File: src/rtl/shift_reg_univ.sv
// Universal shift register: DEPTH stages of DATA_W-bit lanes. It supports parallel
// load, parallel readout, bidirectional shift, and a frame-done pulse after every
// DEPTH shifts. Parameters: DATA_W (lane width, >= 1) and DEPTH (number of stages,
// >= 2). Ports:
//   i_clk, i_rst (sync, active-high), i_en (shift), i_load (parallel load),
//   i_dir (0: toward MSB stage, 1: toward stage 0), i_ser_in, i_par_in,
//   o_ser_out (comb end stage), o_par_out, o_cnt, o_frame_done (registered).
// Optional macro SHIFT_REG_ROT_EN adds i_rot, which makes a shift rotate.
module shift_reg_univ #(
  parameter  int DATA_W = 1,
  parameter  int DEPTH  = 8,
  localparam int CNT_W  = $clog2(DEPTH)
) (
  input  logic                    i_clk,
  input  logic                    i_rst,
  input  logic                    i_en,
  input  logic                    i_load,
  input  logic                    i_dir,
`ifdef SHIFT_REG_ROT_EN
  input  logic                    i_rot,
`endif
  input  logic [DATA_W-1:0]       i_ser_in,
  input  logic [DEPTH*DATA_W-1:0] i_par_in,
  output logic [DATA_W-1:0]       o_ser_out,
  output logic [DEPTH*DATA_W-1:0] o_par_out,
  output logic [CNT_W-1:0]        o_cnt,
  output logic                    o_frame_done
);

  logic [DEPTH-1:0][DATA_W-1:0] stage_q, stage_d;
  logic [CNT_W-1:0]             cnt_q, cnt_d;
  logic                         done_q, done_d;
  logic [DATA_W-1:0]            fb_up, fb_dn;

  // fb_up enters stage 0 on an up-shift, and fb_dn enters the MSB stage on a
  // down-shift. In rotate mode, each takes the stage that is leaving the opposite end.
`ifdef SHIFT_REG_ROT_EN
  assign fb_up = i_rot ? stage_q[DEPTH-1] : i_ser_in;
  assign fb_dn = i_rot ? stage_q[0] : i_ser_in;
`else
  assign fb_up = i_ser_in;
  assign fb_dn = i_ser_in;
`endif

  always_comb begin
    stage_d = stage_q;
    cnt_d   = cnt_q;
    done_d  = 1'b0;
    if (i_load) begin
      stage_d = i_par_in;
      cnt_d   = '0;
    end else if (i_en) begin
      if (!i_dir) begin
        stage_d = {stage_q[DEPTH-2:0], fb_up};
      end else begin
        stage_d = {fb_dn, stage_q[DEPTH-1:1]};
      end
      if (cnt_q == CNT_W'(DEPTH - 1)) begin
        cnt_d  = '0;
        done_d = 1'b1;
      end else begin
        cnt_d = cnt_q + CNT_W'(1);
      end
    end
  end

  always_ff @(posedge i_clk) begin
    if (i_rst) begin
      stage_q <= '0;
      cnt_q   <= '0;
      done_q  <= 1'b0;
    end else begin
      stage_q <= stage_d;
      cnt_q   <= cnt_d;
      done_q  <= done_d;
    end
  end

  assign o_ser_out    = i_dir ? stage_q[0] : stage_q[DEPTH-1];
  assign o_par_out    = stage_q;
  assign o_cnt        = cnt_q;
  assign o_frame_done = done_q;

endmodule

File: config.mk
export PLATFORM = sky130hd
export DESIGN_NAME = shift_reg_univ
export DESIGN_NICKNAME = d
export VERILOG_FILES = /design/src/rtl/shift_reg_univ.sv
export SDC_FILE = /design/constraint.sdc
export NUM_CORES = 1
export LEC_CHECK = 0
export ABC_AREA = 1
export BUFFER_PORTS_ARGS = -buffer_cell sky130_fd_sc_hd__buf_2
export CORE_MARGIN = 3
export CORE_UTILIZATION = 41
export CTS_CLUSTER_DIAMETER = 150
export DETAILED_ROUTE_END_ITERATION = 7
export GPL_TIMING_DRIVEN = 1
export PLACE_DENSITY = 0.72
export SYNTH_ARGS = -nofsm -noshare
export SYNTH_HDL_FRONTEND = slang
export SYNTH_SLANG_ARGS = --single-unit
File: constraint.sdc
create_clock -name i_clk -period 0.94 [get_ports i_clk]
set_input_delay 0.141 -clock i_clk [delete_from_list [all_inputs] [get_ports i_clk]]
set_output_delay 0.141 -clock i_clk [all_outputs]
set_load 0.01 [all_outputs]
==> metrics.yaml <==
run_status:
  status: "complete, but fails checks"
  failed_checks: "negative setup slack"
power:
  peakVddDrop_uv: 604
  p_leak_nw: 0.564
  p_per_area_nw_per_um2: 1200
layout:
  fin_cells: 156
  final_nets: 158
  diodes: 0
  areaGrowthSynthToFinish_pct: 54.8
  layout-drive-gt1-share_pct: 45.4
placement:
  routabilityCongestion: 0.816
  pre_cts_ws_ps: -63.5
  numPlacedInstances: 145
  port_buffers: 26
  hpwl_microns: 1230
setup_path:
  r2r_slack_ps: -50
  end_kind: "output port"
  crit_top_cell: "buf_6"
  cp_max_fo: 2
  r2r_start: "o_cnt[0]"
  start_kind: "flop"
  cp_slowest_stage_delay_ps: 360
  rr_endpoint: "o_cnt[2]"
  worstPathCellList: "buf_6 > buf_6"
  r2r_cells: 4
  setup.worst_path.class: "flop to output port"
  slowest_stage: "dfxtp_4"
  critPathArrivalTime_ps: 850
  cp.required_ps: 800
clock_tree:
  h-tree-depth: 1
  ctsHoldBuffers: 0
  cts_tree: "built"
  cts.sinks: 12
  clk_pin_slew_worst_paths_ps: 80
  cts_buffers: 3
  clock_latency_ps: 270
  cts_root_buf: "clkbuf_4"
  cts_max_path_buffers: 2
global_route:
  antenna_found_initial: 0
  grt_overflow: 0
  grt_max_degree: 11
  grt_pass1_vias: 624
  grt_pass1_wl_microns: 2810
  grt_usage_pct: 18.6
floorplan:
  die_w_microns: 46.1
  die_h_microns: 46.1
  initial_utilization_pct: 47.1
  dieArea_sq_um: 2130
  rows: 13
  core_area_sq_um: 1400
  ios: 27
run:
  maxCapViolCount: 0
drt:
  drt_pre_antenna_iters: 4
  ant_nets: 0
  routed_via_density: 4.83
  routedWlPerCell_microns: 11.3
  wl_microns: 1770
  drt_drc_violations_left: 0
  vias: 754
  drt_iter0_markers: 24
yosys:
  synth.avg_cell_area_sq_um: 6.53
  yosys_warnings: 0
  netlist_instances: 101
  synth_fp_nets: 117
  yosysUniqueCellTypes: 16
  ys_seq_elements: 12
  syn_area_sq_um: 659
  yosysSeqAreaShare_pct: 36.4
sta:
  clock.fmax_ghz: 1.00
  tightest_slew_ps: 190
  report.final.slew_viol_count: 0
  period_needed_ps: 996
  fin_skew_ps: 2.17
  hold_viol_final: 0
  worst_slack_ps: -55.6
  relSlewSlack_pct: 87.3
  grt_setup_unrepaired: "true"
  setup_viol: 5
  fin_crit_sh_pct: 106
min_path:
  hp-class: "input pin to flop"
  min_to: "o_par_out[5]"
  whs_path_depth: 2
  min-delay-start: "i_rst"
cell families after synthesis:
logic type               Yosys count  share of synthesized area, %
flip-flops                        12                          36.4
adder cells (fa/ha/maj)            2                          3.79
AND/OR/NAND/NOR                   49                          32.8
buffers and inverters             18                          11.0
AO/OA/AOI/OAI                     20                          15.9
layer usage:
metal	global-route usage, %	vias up	routed length, microns
met5	0	-	0
met4	6.82	0	7
met3	4.69	2	124
met2	28.0	28	795
met1	25.3	328	838
li1	-	396	-
layout by cell type, fill, tap and decap left out:
cell type  instances
dfxtp_2            9
nand3_2            2
clkbuf_8           1
buf_6              6
dfxtp_1            1
nand2_1           42
nor2_2             1
nor3_1             1
inv_2              2
ha_4               2
clkbuf_4           3
a21oi_1           17
nand2_2            1
o21ai_1            1
nor2_1             1
nor2_8             1
inv_1             13
dfxtp_4            2
buf_12             1
a21oi_2            1
buf_4             10
o211a_1            1
buf_2             22
report_power, final:
part	internal [mW]	switching (mW)
clock network	0.235	0.180
logic	0.125	0.133
registers	0.532	0.0227
repair_timing:
item / in CTS / in global routing
setup buffers: 4 / 3
resized for setup: 15 / 3
pin swaps: 1 / 0
setup endpoints to repair: 12 / 9
worst max-delay path, delay by kind of cell, from the launching register on:
| kind | cells | cell delay [ps] |
|---|---|---|
| buffers and inverters | 2 | 230 |
| flip-flops | 1 | 360 |
worst max path at each step:
stage / end / startpoint / slack [ps] / depth (start not counted)
after floorplan: o_cnt[0] / o_cnt[0] / -10 / 4
after global placement: o_cnt[0] / o_cnt[0] / -9 / 4
after detailed placement: o_cnt[2] / o_cnt[0] / -60 / 4
after CTS: o_cnt[0] / o_cnt[0] / -60 / 2
after global routing: o_cnt[2] / o_cnt[0] / -100 / 4
final: o_cnt[0] / o_cnt[0] / -60 / 2
cell type report:
| type | instances | area (sq um) |
|---|---|---|
| clock buffers | 4 | 36.3 |
| fillers | 116 | 378 |
| inverters | 15 | 56.3 |
| multi-input cells | 71 | 378 |
| flip-flops and latches | 12 | 259 |
| well taps | 15 | 18.8 |
| repair buffers | 39 | 273 |
per-stage QoR:
| step | utilization (%) | area, sq um | hold slack [ps] | power [mW] | TNS [ps] |
|---|---|---|---|---|---|
| finish | 73.0 | 1020 | 158 | 1.23 | -227 |
| global route | 73.0 | 1020 | 157 | 1.30 | -467 |
| CTS | 70.3 | 983 | 148 | 1.23 | -231 |
| detailed placement | 62.9 | 880 | 450 | 0.787 | -80.2 |
| global placement | 62.9 | 880 | 440 | 0.783 | -9.55 |
| floorplan | - | 689 | 272 | 0.689 | -19.8 |
synth_stat cells:
library cell	n	share of area (%)
buf_4	1	1.1
o211a_1	1	1.5
nor2_2	1	0.95
nand2_1	43	24
nand3_2	2	3.0
inv_1	13	7.4
buf_2	1	0.76
inv_2	2	1.1
nor2_1	1	0.57
nor3_1	1	0.76
dfxtp_1	12	36
nor2_8	1	3.0
a21oi_1	18	14
ha_1	2	3.8
o21ai_0	1	0.76
clkbuf_1	1	0.57
state kept, by name (all words and copies together), names as in the netlist:
signal / count
o_par_out: 8
o_frame_done: 1
o_cnt: 3
Note: power is estimated with default switching activity, not from simulation.
